--- src/rtl/iomem_arbiter.sv ---
// -----------------------------------------------------------------------------
// iomem_arbiter
//
// Two-master to one-slave arbiter for the audio engine iomem port. Each master
// raises mX_valid and holds it until it sees mX_ready. The arbiter latches the
// winning master's request into the shared slave port and holds it there until
// the slave completes. Ties are broken round-robin, so the master that was not
// served last wins. Exactly one IDLE cycle separates consecutive transactions.
//
// Optional build macro:
//   ARB_TIMEOUT_EN - compiles a slave watchdog. After TIMEOUT busy cycles with
//                    no s_ready, the owning master is completed with
//                    rdata = 32'hDEADBEEF and the sticky timeout_err is set.
//                    Without the macro the arbiter waits forever for s_ready
//                    and timeout_err is tied to 0.
//
// Parameters:
//   TIMEOUT      slave-wait cycles before forced completion (watchdog only)
//
// Ports:
//   ck           clock, all logic on the rising edge
//   rst_n        asynchronous active-low reset
//   m0_* / m1_*  master request (valid, wstrb, addr, wdata); wstrb == 0 is a read
//   m0_ready / m1_ready   one-cycle completion back to each master
//   m0_rdata / m1_rdata   read data, s_rdata for the owner and 0 for the other
//   s_valid, s_wstrb, s_addr, s_wdata   shared slave request (0 while idle)
//   s_ready, s_rdata                    slave completion and read data
//   grant        one-hot owner, bit0 = m0, bit1 = m1, 0 when idle
//   timeout_err  sticky slave timeout flag
// -----------------------------------------------------------------------------
module iomem_arbiter #(
  parameter int unsigned TIMEOUT = 16
) (
  input  logic        ck,
  input  logic        rst_n,

  input  logic        m0_valid,
  input  logic [3:0]  m0_wstrb,
  input  logic [31:0] m0_addr,
  input  logic [31:0] m0_wdata,
  output logic        m0_ready,
  output logic [31:0] m0_rdata,

  input  logic        m1_valid,
  input  logic [3:0]  m1_wstrb,
  input  logic [31:0] m1_addr,
  input  logic [31:0] m1_wdata,
  output logic        m1_ready,
  output logic [31:0] m1_rdata,

  output logic        s_valid,
  output logic [3:0]  s_wstrb,
  output logic [31:0] s_addr,
  output logic [31:0] s_wdata,
  input  logic        s_ready,
  input  logic [31:0] s_rdata,

  output logic [1:0]  grant,
  output logic        timeout_err
);

  localparam logic [31:0] TIMEOUT_RDATA = 32'hDEAD_BEEF;

  typedef enum logic [1:0] {
    IDLE  = 2'd0,
    BUSY0 = 2'd1,
    BUSY1 = 2'd2
  } state_t;

  state_t      state_q, state_d;
  logic [3:0]  wstrb_q, wstrb_d;
  logic [31:0] addr_q,  addr_d;
  logic [31:0] wdata_q, wdata_d;
  // Which master completed most recently; 1 = m1. Resets to m1 so m0 wins the
  // first tie after reset.
  logic        last_m1_q, last_m1_d;

  logic        busy;
  logic        done;
  logic        timeout_fire;
  logic        complete;
  logic        pick_m1;
  logic [31:0] owner_rdata;

  // ---------------------------------------------------------------------------
  // Slave watchdog
  // ---------------------------------------------------------------------------
`ifdef ARB_TIMEOUT_EN
  localparam int unsigned CW = (TIMEOUT < 1) ? 1 : $clog2(TIMEOUT + 1);

  logic [CW-1:0] wait_q, wait_d;
  logic          timeout_err_q, timeout_err_d;

  // The forced completion happens in the cycle after TIMEOUT stalled cycles;
  // a slave that answers in that very cycle still wins.
  assign timeout_fire = busy && !s_ready && (wait_q == CW'(TIMEOUT));

  always_comb begin
    wait_d        = '0;
    timeout_err_d = timeout_err_q | timeout_fire;
    if (busy && !(done || timeout_fire)) begin
      wait_d = wait_q + 1'b1;
    end
  end

  always_ff @(posedge ck or negedge rst_n) begin
    if (!rst_n) begin
      wait_q        <= '0;
      timeout_err_q <= 1'b0;
    end else begin
      wait_q        <= wait_d;
      timeout_err_q <= timeout_err_d;
    end
  end

  assign timeout_err = timeout_err_q;
`else
  // TIMEOUT only has meaning once the watchdog is compiled in.
  logic unused_timeout;
  assign unused_timeout = |32'(TIMEOUT);

  assign timeout_fire = 1'b0;
  assign timeout_err  = 1'b0;
`endif

  // ---------------------------------------------------------------------------
  // Arbitration and transaction control
  // ---------------------------------------------------------------------------
  assign busy     = (state_q != IDLE);
  // s_ready is only meaningful while a request is outstanding.
  assign done     = busy && s_ready;
  assign complete = done || timeout_fire;
  // m1 wins when it is the only requester, or on a tie when m0 was served last.
  assign pick_m1  = m1_valid && (!m0_valid || !last_m1_q);

  // NOTE: every signal assigned in this block gets a default first, so no path
  // leaves a value unassigned and no latch is inferred.
  always_comb begin
    state_d   = state_q;
    wstrb_d   = wstrb_q;
    addr_d    = addr_q;
    wdata_d   = wdata_q;
    last_m1_d = last_m1_q;

    unique case (state_q)
      IDLE: begin
        if (m0_valid || m1_valid) begin
          if (pick_m1) begin
            state_d = BUSY1;
            wstrb_d = m1_wstrb;
            addr_d  = m1_addr;
            wdata_d = m1_wdata;
          end else begin
            state_d = BUSY0;
            wstrb_d = m0_wstrb;
            addr_d  = m0_addr;
            wdata_d = m0_wdata;
          end
        end
      end

      BUSY0, BUSY1: begin
        // The latched fields stay frozen until completion regardless of what
        // the owning master does with its own inputs meanwhile.
        if (complete) begin
          state_d   = IDLE;
          wstrb_d   = '0;
          addr_d    = '0;
          wdata_d   = '0;
          last_m1_d = (state_q == BUSY1);
        end
      end

      default: begin
        state_d = IDLE;
        wstrb_d = '0;
        addr_d  = '0;
        wdata_d = '0;
      end
    endcase
  end

  // NOTE: the latched slave fields are reset along with the control state
  // because they drive the slave port directly and must read 0 the instant
  // reset asserts.
  always_ff @(posedge ck or negedge rst_n) begin
    if (!rst_n) begin
      state_q   <= IDLE;
      wstrb_q   <= '0;
      addr_q    <= '0;
      wdata_q   <= '0;
      last_m1_q <= 1'b1;
    end else begin
      // NOTE: registers are updated with non-blocking assignments so every
      // flop samples the pre-edge values of the others.
      state_q   <= state_d;
      wstrb_q   <= wstrb_d;
      addr_q    <= addr_d;
      wdata_q   <= wdata_d;
      last_m1_q <= last_m1_d;
    end
  end

  // ---------------------------------------------------------------------------
  // Outputs
  // ---------------------------------------------------------------------------
  assign s_valid = busy;
  assign s_wstrb = wstrb_q;
  assign s_addr  = addr_q;
  assign s_wdata = wdata_q;

  assign grant   = {state_q == BUSY1, state_q == BUSY0};

  assign owner_rdata = timeout_fire ? TIMEOUT_RDATA : s_rdata;

  assign m0_ready = grant[0] && complete;
  assign m1_ready = grant[1] && complete;
  assign m0_rdata = grant[0] ? owner_rdata : 32'd0;
  assign m1_rdata = grant[1] ? owner_rdata : 32'd0;

endmodule

--- config.mk ---
export PLATFORM = sky130hd
export DESIGN_NAME = iomem_arbiter
export DESIGN_NICKNAME = d
export VERILOG_FILES = /design/src/rtl/iomem_arbiter.sv
export SDC_FILE = /design/constraint.sdc
export NUM_CORES = 1
export LEC_CHECK = 0
export BUFFER_PORTS_ARGS = -buffer_cell sky130_fd_sc_hd__buf_4
export CORE_AREA = 2 2 120 122
export DETAILED_ROUTE_END_ITERATION = 7
export DIE_AREA = 0 0 122 124
export SYNTH_ARGS = -nofsm -noshare
export SYNTH_HDL_FRONTEND = slang
export SYNTH_SLANG_ARGS = --single-unit
--- constraint.sdc ---
create_clock -name ck -period 2.2 [get_ports ck]
set_input_delay 0.11 -clock ck [delete_from_list [all_inputs] [get_ports ck]]
set_output_delay 0.11 -clock ck [all_outputs]
set_load 0.01 [all_outputs]
==> results of run 1 <==
[flip-flops by register name, summed over array words and instances (netlist names)]
register   flops
s_addr        32
s_wdata       32
s_wstrb        4
state_q        2
last_m1_q      1
[power by group through the flow]
| stage | combinational [mW] | clock (mW) | sequential, mW |
|---|---|---|---|
| floorplan | 2.52 | 0 | 2.26 |
| global placement | 4.53 | 0 | 2.12 |
| detailed placement | 4.64 | 0 | 2.12 |
| CTS | 4.63 | 1.52 | 2.12 |
| global route | 4.94 | 1.58 | 2.16 |
| finish | 4.59 | 1.48 | 2.11 |
[logic make-up (layout without fill, tap and decap cells)]
logic type      count (synthesis)  in the layout  share of synthesized area, %
flops                          71             71                          46.3
fa+ha+maj                       3              3                         0.978
mux                             2              2                         0.554
other cells                     1              2                        0.0977
compound gates                 72             72                          18.8
buf+inv                       108            405                          12.5
simple gates                  140            140                          20.8
[final timing paths]
check                                    to  slack, ns  depth (start not counted)
worst max-delay path             s_addr[14]       0.20                          6
min in group asynchronous       s_wdata[10]       0.46                          2
worst min-delay path             s_wdata[0]       0.01                          2
max in group asynchronous         s_addr[5]       1.11                          2
worst max register to register   s_addr[14]       0.20                          6
worst min register to register    s_addr[5]       0.50                          1
[synthesized netlist by cell type (2+ instances only)]
| library cell | instances | area, sq um |
|---|---|---|
| dfrtp_1 | 70 | 1750 |
| inv_1 | 71 | 267 |
| a221o_1 | 67 | 671 |
| ha_1 | 3 | 37.5 |
| buf_2 | 13 | 65.1 |
| o2bb2ai_1 | 2 | 17.5 |
| clkbuf_1 | 16 | 60.1 |
| nor3_1 | 67 | 335 |
| and2_1 | 66 | 413 |
| buf_6 | 7 | 78.8 |
[layer usage]
layer	global-route usage (%)	part of all wire, %	vias to the layer above
li1	-	-	1965
met1	22.1	36	1993
met2	35.6	53	213
met3	5.17	8.9	15
met4	6.25	1.6	0
met5	0	0	-
[worst register-to-register path, cell delays in order (launching register included)]
cell and delay (ns):
dfrtp_1 0.40, inv_1 0.09, ha_1 0.24, or3b_1 0.43
a21oi_4 0.19, buf_12 0.31, a221o_1 0.27
[through the flow]
step,util (%),instances
finish,48.1,875
global route,48.0,874
CTS,48.0,874
detailed placement,45.8,857
global placement,45.8,857
floorplan,-,397
[layout make-up]
cell class                 instances  area [sq um]
timing repair buffer             318          2430
sequential                        71          1780
fill                            1350          7130
tap                              180           225
antenna                            1          2.50
inverter                          71           267
clock buffer                      14           264
multi-input combinational        218          1590
clock inverter                     2          38.8
==> results.cfg, run 1 <==
[setup_path]
critPathCaptureType = flip-flop
r2r_start = state_q[0]
path_max_fanout = 70
crit_buf_inv = 2
worstPathArrival_ns = 2.26
critical_path_class = reg2reg
cp_slowest_stage_delay_ns = 0.43
critPathLaunch = state_q[0]
start_kind = flip-flop
cp_top_family = simple AND/OR/NAND/NOR gates
path_cells = inv_1 -> ha_1 -> or3b_1 -> a21oi_4 -> buf_12 -> a221o_1
required_ns = 2.46
cp_slowest_cell = or3b_1

[grt]
grt_max_degree = 72
grt_pass1_vias = 4151
grt.total_usage_pct = 19.5
grt-ovfl-total = 0
antenna_found_initial = 1
grt_pass1_wl_mm = 22.8

[pwr]
p_switching_mw = 3.22
power_leakage_nw = 3.60
swShare_pct = 39.4
p_int_mw = 4.96
powerDensity_nw_per_um2 = 1240
irDropWorstVdd_uv = 814
pwr-share-seq_pct = 25.8
pwr-share-clk_pct = 18.1
total_power_mw = 8.19
combPwrFrac_pct = 56.1

[detailed_routing]
drt_iter0_drc = 279
vias = 4186
via_per_inst = 4.78
drc_errors = 0
drt-total-wl_mm = 15.7
first_pass_iters = 4
wl_per_cell_um = 17.9
postRouteAntennaNets = 0

[min_path]
hold_path_class = in2reg
hold_path_startpoint = m0_wdata[0]

[finish]
syn_to_final_growth_pct = 71.8
final_common_cell = buf_4
finalInstanceArea_sq_um = 6590
layout.nets = 865
mostFrequentLayoutCells = buf_4, inv_1, dfrtp_1
drive_gt1_share_pct = 48.4

[sta]
finalSetupViolCount = 0
max_freq_mhz = 499
tns_ns = 0
slew_headroom_pct = 37.4
finalCritPeriodShare_pct = 91.0
rsz0062_at_grt = no
min_period_ns = 2.00
finalWorstSetupSlack_ns = 0.198
report.final.hold_viol_count = 0
worst_pin_slew_ns = 0.939
timing.hold.ws_ns = 0.0136
drv_slew = 0
finClkSkew_ns = 0.00643

[placed_design]
hpwl_mm = 11.6
place_congestion = 0.823
place_area_sq_um = 6280
port_buffers = 309
dpl_worst_slack_ns = 0.229

[cts]
cts_resized = 0
cts_buffer_depth = 2
clock_sinks = 71
clk_latency_ns = 0.32
cts_buffers = 9
cts_tree = yes
cts_root_buf = clkbuf_16
cts_setup_buffers = 0
postCtsHoldBufs = 1
htree_levels = 3
clk_pin_slew_ns = 0.06

[synth]
syn_inst = 397
synth_ff_type = dfrtp_1
syn_nets = 573
ys_types = 25
synth_enable_flop_cells = 0
ys_warn_count = 0
ys_seq_area_share_pct = 46.3
ys_async_sr_fraction_pct = 100
avgSynthCellArea_sq_um = 9.67
synth-seq-cells = 71
netlist_area_sq_um = 3840

[die]
initial_core_util_pct = 28.0
fp-row-count = 43
die_h_um = 124
die_area_sq_um = 15100
die_w_um = 122
core_sq_um = 13700
io-pin-count = 311

[status]
outcome = finished clean

[job]
maxCapViolCount = 0
Power figures use the tool's default switching activity.
==> inputs of run 2 (changes only) <==
--- a/config.mk
+++ b/config.mk
@@ -9,6 +9,7 @@
 export CORE_AREA = 2 2 120 122
 export DETAILED_ROUTE_END_ITERATION = 7
 export DIE_AREA = 0 0 122 124
+export PLACE_DENSITY = 0.59
 export SYNTH_ARGS = -nofsm -noshare
 export SYNTH_HDL_FRONTEND = slang
 export SYNTH_SLANG_ARGS = --single-unit
==> run 2 against run 1 <==
Net effect:
- non-clock buffer count rose by 36
- utilization up 2.3 points
- setup slack gained 0.086 ns
- clock power hardly changed
- largest power group unchanged
==> results.cfg, run 2 (synthesis results as in run 1) <==
[setup_path]
path_max_fanout = 21
critPathLaunch = state_q[0]
ff2ff_path_depth = 6
critical_path_class = reg2reg
start_kind = flip-flop
critPathCaptureType = flip-flop
required_ns = 2.47
r2r_setup_slack_ns = 0.28
r2r_start = state_q[0]
worstPathArrival_ns = 2.18
reg2reg_to = s_wdata[5]

[min_path]
holdPathStages = 2
hold_path_class = in2reg
holdPathEnd = s_addr[24]
hold_path_startpoint = m0_addr[24]

[sta]
slew_headroom_pct = 37.6
timing.hold.ws_ns = 0.00759
finClkSkew_ns = 0.00428
drv_slew = 0
rsz0062_at_grt = no
tns_ns = 0
worst_pin_slew_ns = 0.936
finalCritPeriodShare_pct = 87.1
max_freq_mhz = 522
min_period_ns = 1.92
finalSetupViolCount = 0
report.final.hold_viol_count = 0

[grt]
grt-ovfl-total = 0
grt_max_degree = 72
grt_pass1_vias = 4534
antenna_found_initial = 0
grt.total_usage_pct = 20.2
grt_pass1_wl_mm = 23.5

[cts]
cts_buffer_depth = 2
clk_latency_ns = 0.34
cts_tree = yes
cts_setup_buffers = 0
cts_buffers = 9
postCtsHoldBufs = 28
cts_resized = 0
clk_pin_slew_ns = 0.06
htree_levels = 3
cts_root_buf = clkbuf_16
clock_sinks = 71

[detailed_routing]
drt-total-wl_mm = 15.7
via_per_inst = 4.80
wl_per_cell_um = 17.2
vias = 4366
postRouteAntennaNets = 0
drc_errors = 0
drt_iter0_drc = 260
first_pass_iters = 4

[finish]
num_antenna_cells = 0
mostFrequentLayoutCells = buf_4, inv_1, dfrtp_1
regArea_sq_um = 1780
layout.nets = 901
finalInstanceArea_sq_um = 6910
final_cells = 910
syn_to_final_growth_pct = 80.1
fillers = 1277
drive_gt1_share_pct = 46.8
multi_input_area_sq_um = 1590
final_common_cell = buf_4

[placed_design]
port_buffers = 309
place_congestion = 0.828
place_area_sq_um = 6280
hpwl_mm = 11.7
place_inst = 861

[die]
io-pin-count = 311
die_area_sq_um = 15100
die_h_um = 124
core_sq_um = 13700
die_w_um = 122
initial_core_util_pct = 28.0
fp-row-count = 43

[pwr]
powerDensity_nw_per_um2 = 1190
pwr-share-clk_pct = 17.7
combPwrFrac_pct = 56.8
swShare_pct = 40.0
power_leakage_nw = 3.73
pwr-share-seq_pct = 25.5
irDropWorstVdd_uv = 868
total_power_mw = 8.23
p_int_mw = 4.94
p_switching_mw = 3.30

[job]
maxCapViolCount = 0

[status]
outcome = finished clean
run 2: final cells by class:
class	instances	area share, %
clock buffer	10	3.31
clock inverter	6	1.01
inverter	71	3.86
multi-input combinational	218	23.0
sequential	71	25.7
tap	180	3.26
timing repair buffer	354	39.8
run 2: metrics by stage:
stage | setup slack, ns | util, %
floorplan | 0.380 | -
global placement | 0.349 | 45.8
detailed placement | 0.298 | 45.8
CTS | 0.285 | 50.0
global route | 0.175 | 50.4
finish | 0.284 | 50.4
run 2: power groups by stage:
stage	Combinational, mW	Clock [mW]	Sequential [mW]
after floorplan	2.52	0	2.26
after global placement	4.57	0	2.10
after detailed placement	4.65	0	2.10
after CTS	4.69	1.50	2.10
after global routing	5.06	1.56	2.15
final	4.68	1.46	2.10
run 2: how the worst max path moves through the flow:
| stage | depth (start not counted) | slack (ns) | to |
|---|---|---|---|
| 4_1_cts | 6 | 0.29 | s_wdata[5] |
| 3_3_place_gp | 6 | 0.35 | s_wdata[0] |
| 3_5_place_dp | 6 | 0.30 | s_wdata[5] |
| 5_1_grt | 6 | 0.18 | s_wdata[10] |
| 2_1_floorplan | 8 | 0.38 | s_wdata[10] |
| 6_report | 6 | 0.28 | s_wdata[5] |
run 2: metal layers:
layer	GRT usage (%)	wire [um]	part of all wire, %	vias up
met2	37.3	8280	53	214
met4	6.61	269	1.7	0
li1	-	-	-	2032
met5	0	0	0	-
met1	22.4	5830	37	2100
met3	5.54	1300	8.3	20
run 2: worst max-delay path: stages, from the launching register on:
cell and delay, ns:
dfrtp_1 0.39, inv_1 0.08, ha_1 0.23, or3b_1 0.43, a21oi_4 0.22, buf_4 0.28
a221o_1 0.20
==> inputs of run 3 (changes only) <==
--- a/config.mk
+++ b/config.mk
@@ -9,6 +9,7 @@
 export CORE_AREA = 2 2 120 122
 export DETAILED_ROUTE_END_ITERATION = 7
 export DIE_AREA = 0 0 122 124
+export HOLD_SLACK_MARGIN = 0.15
 export PLACE_DENSITY = 0.59
 export SYNTH_ARGS = -nofsm -noshare
 export SYNTH_HDL_FRONTEND = slang
==> run 3 against run 2 <==
Net effect:
- final area is 5.4% higher
- highest routed layer unchanged
- global-route usage rose by 0.42 points
- sequential cell count did not move
- clock skew rose by 0.00077 ns
- non-clock buffer count grew 37
- critical path type unchanged
==> results.cfg, run 3 (synthesis results as in run 1) <==
[status]
outcome = finished clean

[finish]
mostFrequentLayoutCells = buf_4, inv_1, dlygate4sd3_1, dfrtp_1
num_antenna_cells = 0
final_common_cell = buf_4
fillers = 1243
layout.nets = 938
finalInstanceArea_sq_um = 7280
syn_to_final_growth_pct = 89.7
drive_gt1_share_pct = 44.6
regArea_sq_um = 1780
multi_input_area_sq_um = 1590

[sta]
slew_headroom_pct = 37.0
max_freq_mhz = 502
tns_ns = 0
worst_pin_slew_ns = 0.944
finalSetupViolCount = 0
min_period_ns = 1.99
rsz0062_at_grt = no
report.final.hold_viol_count = 0
finalCritPeriodShare_pct = 90.6
drv_slew = 0
finClkSkew_ns = 0.00505

[min_path]
holdPathEnd = s_wdata[24]
hold_path_class = in2reg
holdPathStages = 4
hold_path_startpoint = m1_wdata[24]

[grt]
grt-ovfl-total = 0
grt-busiest-layer = met2
met3_usage_pct = 5.27
grt_pass1_vias = 4726
grt_max_degree = 72
gr-usage-met2_pct = 38.3
antenna_found_initial = 0
grt_pass1_wl_mm = 24.2
grtUsageMet1_pct = 22.9
grt.total_usage_pct = 20.6

[setup_path]
critPathCaptureType = flip-flop
cp_slowest_stage_delay_ns = 0.55
worstPathArrival_ns = 2.21
required_ns = 2.42
crit_buf_inv = 2
path_cells = a21bo_2 -> buf_4 -> mux2i_1 -> dlygate4sd3_1 -> o2bb2ai_1
path_max_fanout = 32
ff2ff_path_depth = 5
start_kind = flip-flop
r2r_setup_slack_ns = 0.21
critical_path_class = reg2reg
cp_slowest_cell = dlygate4sd3_1
r2r_start = last_m1_q
cp_top_family = buffers and inverters
reg2reg_to = s_addr[5]

[job]
maxCapViolCount = 0

[detailed_routing]
drc_errors = 0
via_per_inst = 4.76
postRouteAntennaNets = 0
vias = 4505
first_pass_iters = 4
drt-total-wl_mm = 16.1
wl_per_cell_um = 17.0
drt_iter0_drc = 257

[pwr]
power_leakage_nw = 3.89
powerDensity_nw_per_um2 = 1140
irDropWorstVdd_uv = 864

[cts]
clock_sinks = 71
clk_pin_slew_ns = 0.06
htree_levels = 3
clk_latency_ns = 0.33
cts_buffers = 9
cts_buffer_depth = 2
cts_setup_buffers = 0
cts_tree = yes
cts_resized = 0
cts_root_buf = clkbuf_16

[placed_design]
place_area_sq_um = 6280
port_buffers = 309
place_congestion = 0.828
hpwl_mm = 11.7

[die]
die_h_um = 124
die_w_um = 122
fp-row-count = 43
initial_core_util_pct = 28.0
core_sq_um = 13700
die_area_sq_um = 15100
io-pin-count = 311
run 3: changes by cell type in the layout (fill, tap and decap cells not counted):
| cell | change |
|---|---|
| dlygate4sd3_1 | +37 |
run 3: stage by stage:
step | instances | util (%) | hold slack (ns) | power, mW | worst slack (ns)
2_1_floorplan | 397 | - | -0.186 | 4.78 | 0.380
3_3_place_gp | 861 | 45.8 | 0.300 | 6.67 | 0.349
3_5_place_dp | 861 | 45.8 | 0.310 | 6.75 | 0.298
4_1_cts | 947 | 53.1 | 0.188 | 8.35 | 0.197
5_1_grt | 947 | 53.1 | 0.208 | 8.84 | 0.113
6_report | 947 | 53.1 | 0.210 | 8.30 | 0.207
run 3: how the worst max path moves through the flow:
stage / start / endpoint / slack (ns) / cells after the start
finish: last_m1_q / s_addr[5] / 0.21 / 5
global route: last_m1_q / s_addr[5] / 0.11 / 5
CTS: last_m1_q / s_addr[5] / 0.20 / 5
detailed placement: state_q[0] / s_wdata[5] / 0.30 / 6
global placement: state_q[0] / s_wdata[0] / 0.35 / 6
floorplan: state_q[0] / s_wdata[10] / 0.38 / 8
run 3: layer usage:
layer | wire [um] | share of wire (%)
met5 | 0 | 0
met4 | 234 | 1.5
met3 | 1240 | 7.7
met2 | 8520 | 53
met1 | 6120 | 38
run 3: what timing repair did:
action	in CTS	in global routing
endpoints found under the hold margin	138	0
hold buffers	70	0
setup endpoints to repair	0	0
run 3: worst min-delay path, stage by stage:
cell	delay, ns
buf_4	0.07
inv_1	0.03
nor3_1	0.17
a221o_1	0.13
run 3: cell type report:
class                           count  share of cell area (%)
Timing Repair Buffer              391                    42.9
Sequential cell                    71                    24.4
Multi-Input combinational cell    218                    21.9
Inverter                           71                    3.66
Clock buffer                       10                    3.14
Tap cell                          180                    3.09
Clock inverter                      6                   0.962
run 3: power breakdown:
group	leakage (nW)	internal (mW)	total, mW	switching, mW
Clock	0.135	0.883	1.45	0.570
Combinational	2.83	2.29	4.75	2.45
Sequential	0.926	1.80	2.10	0.294
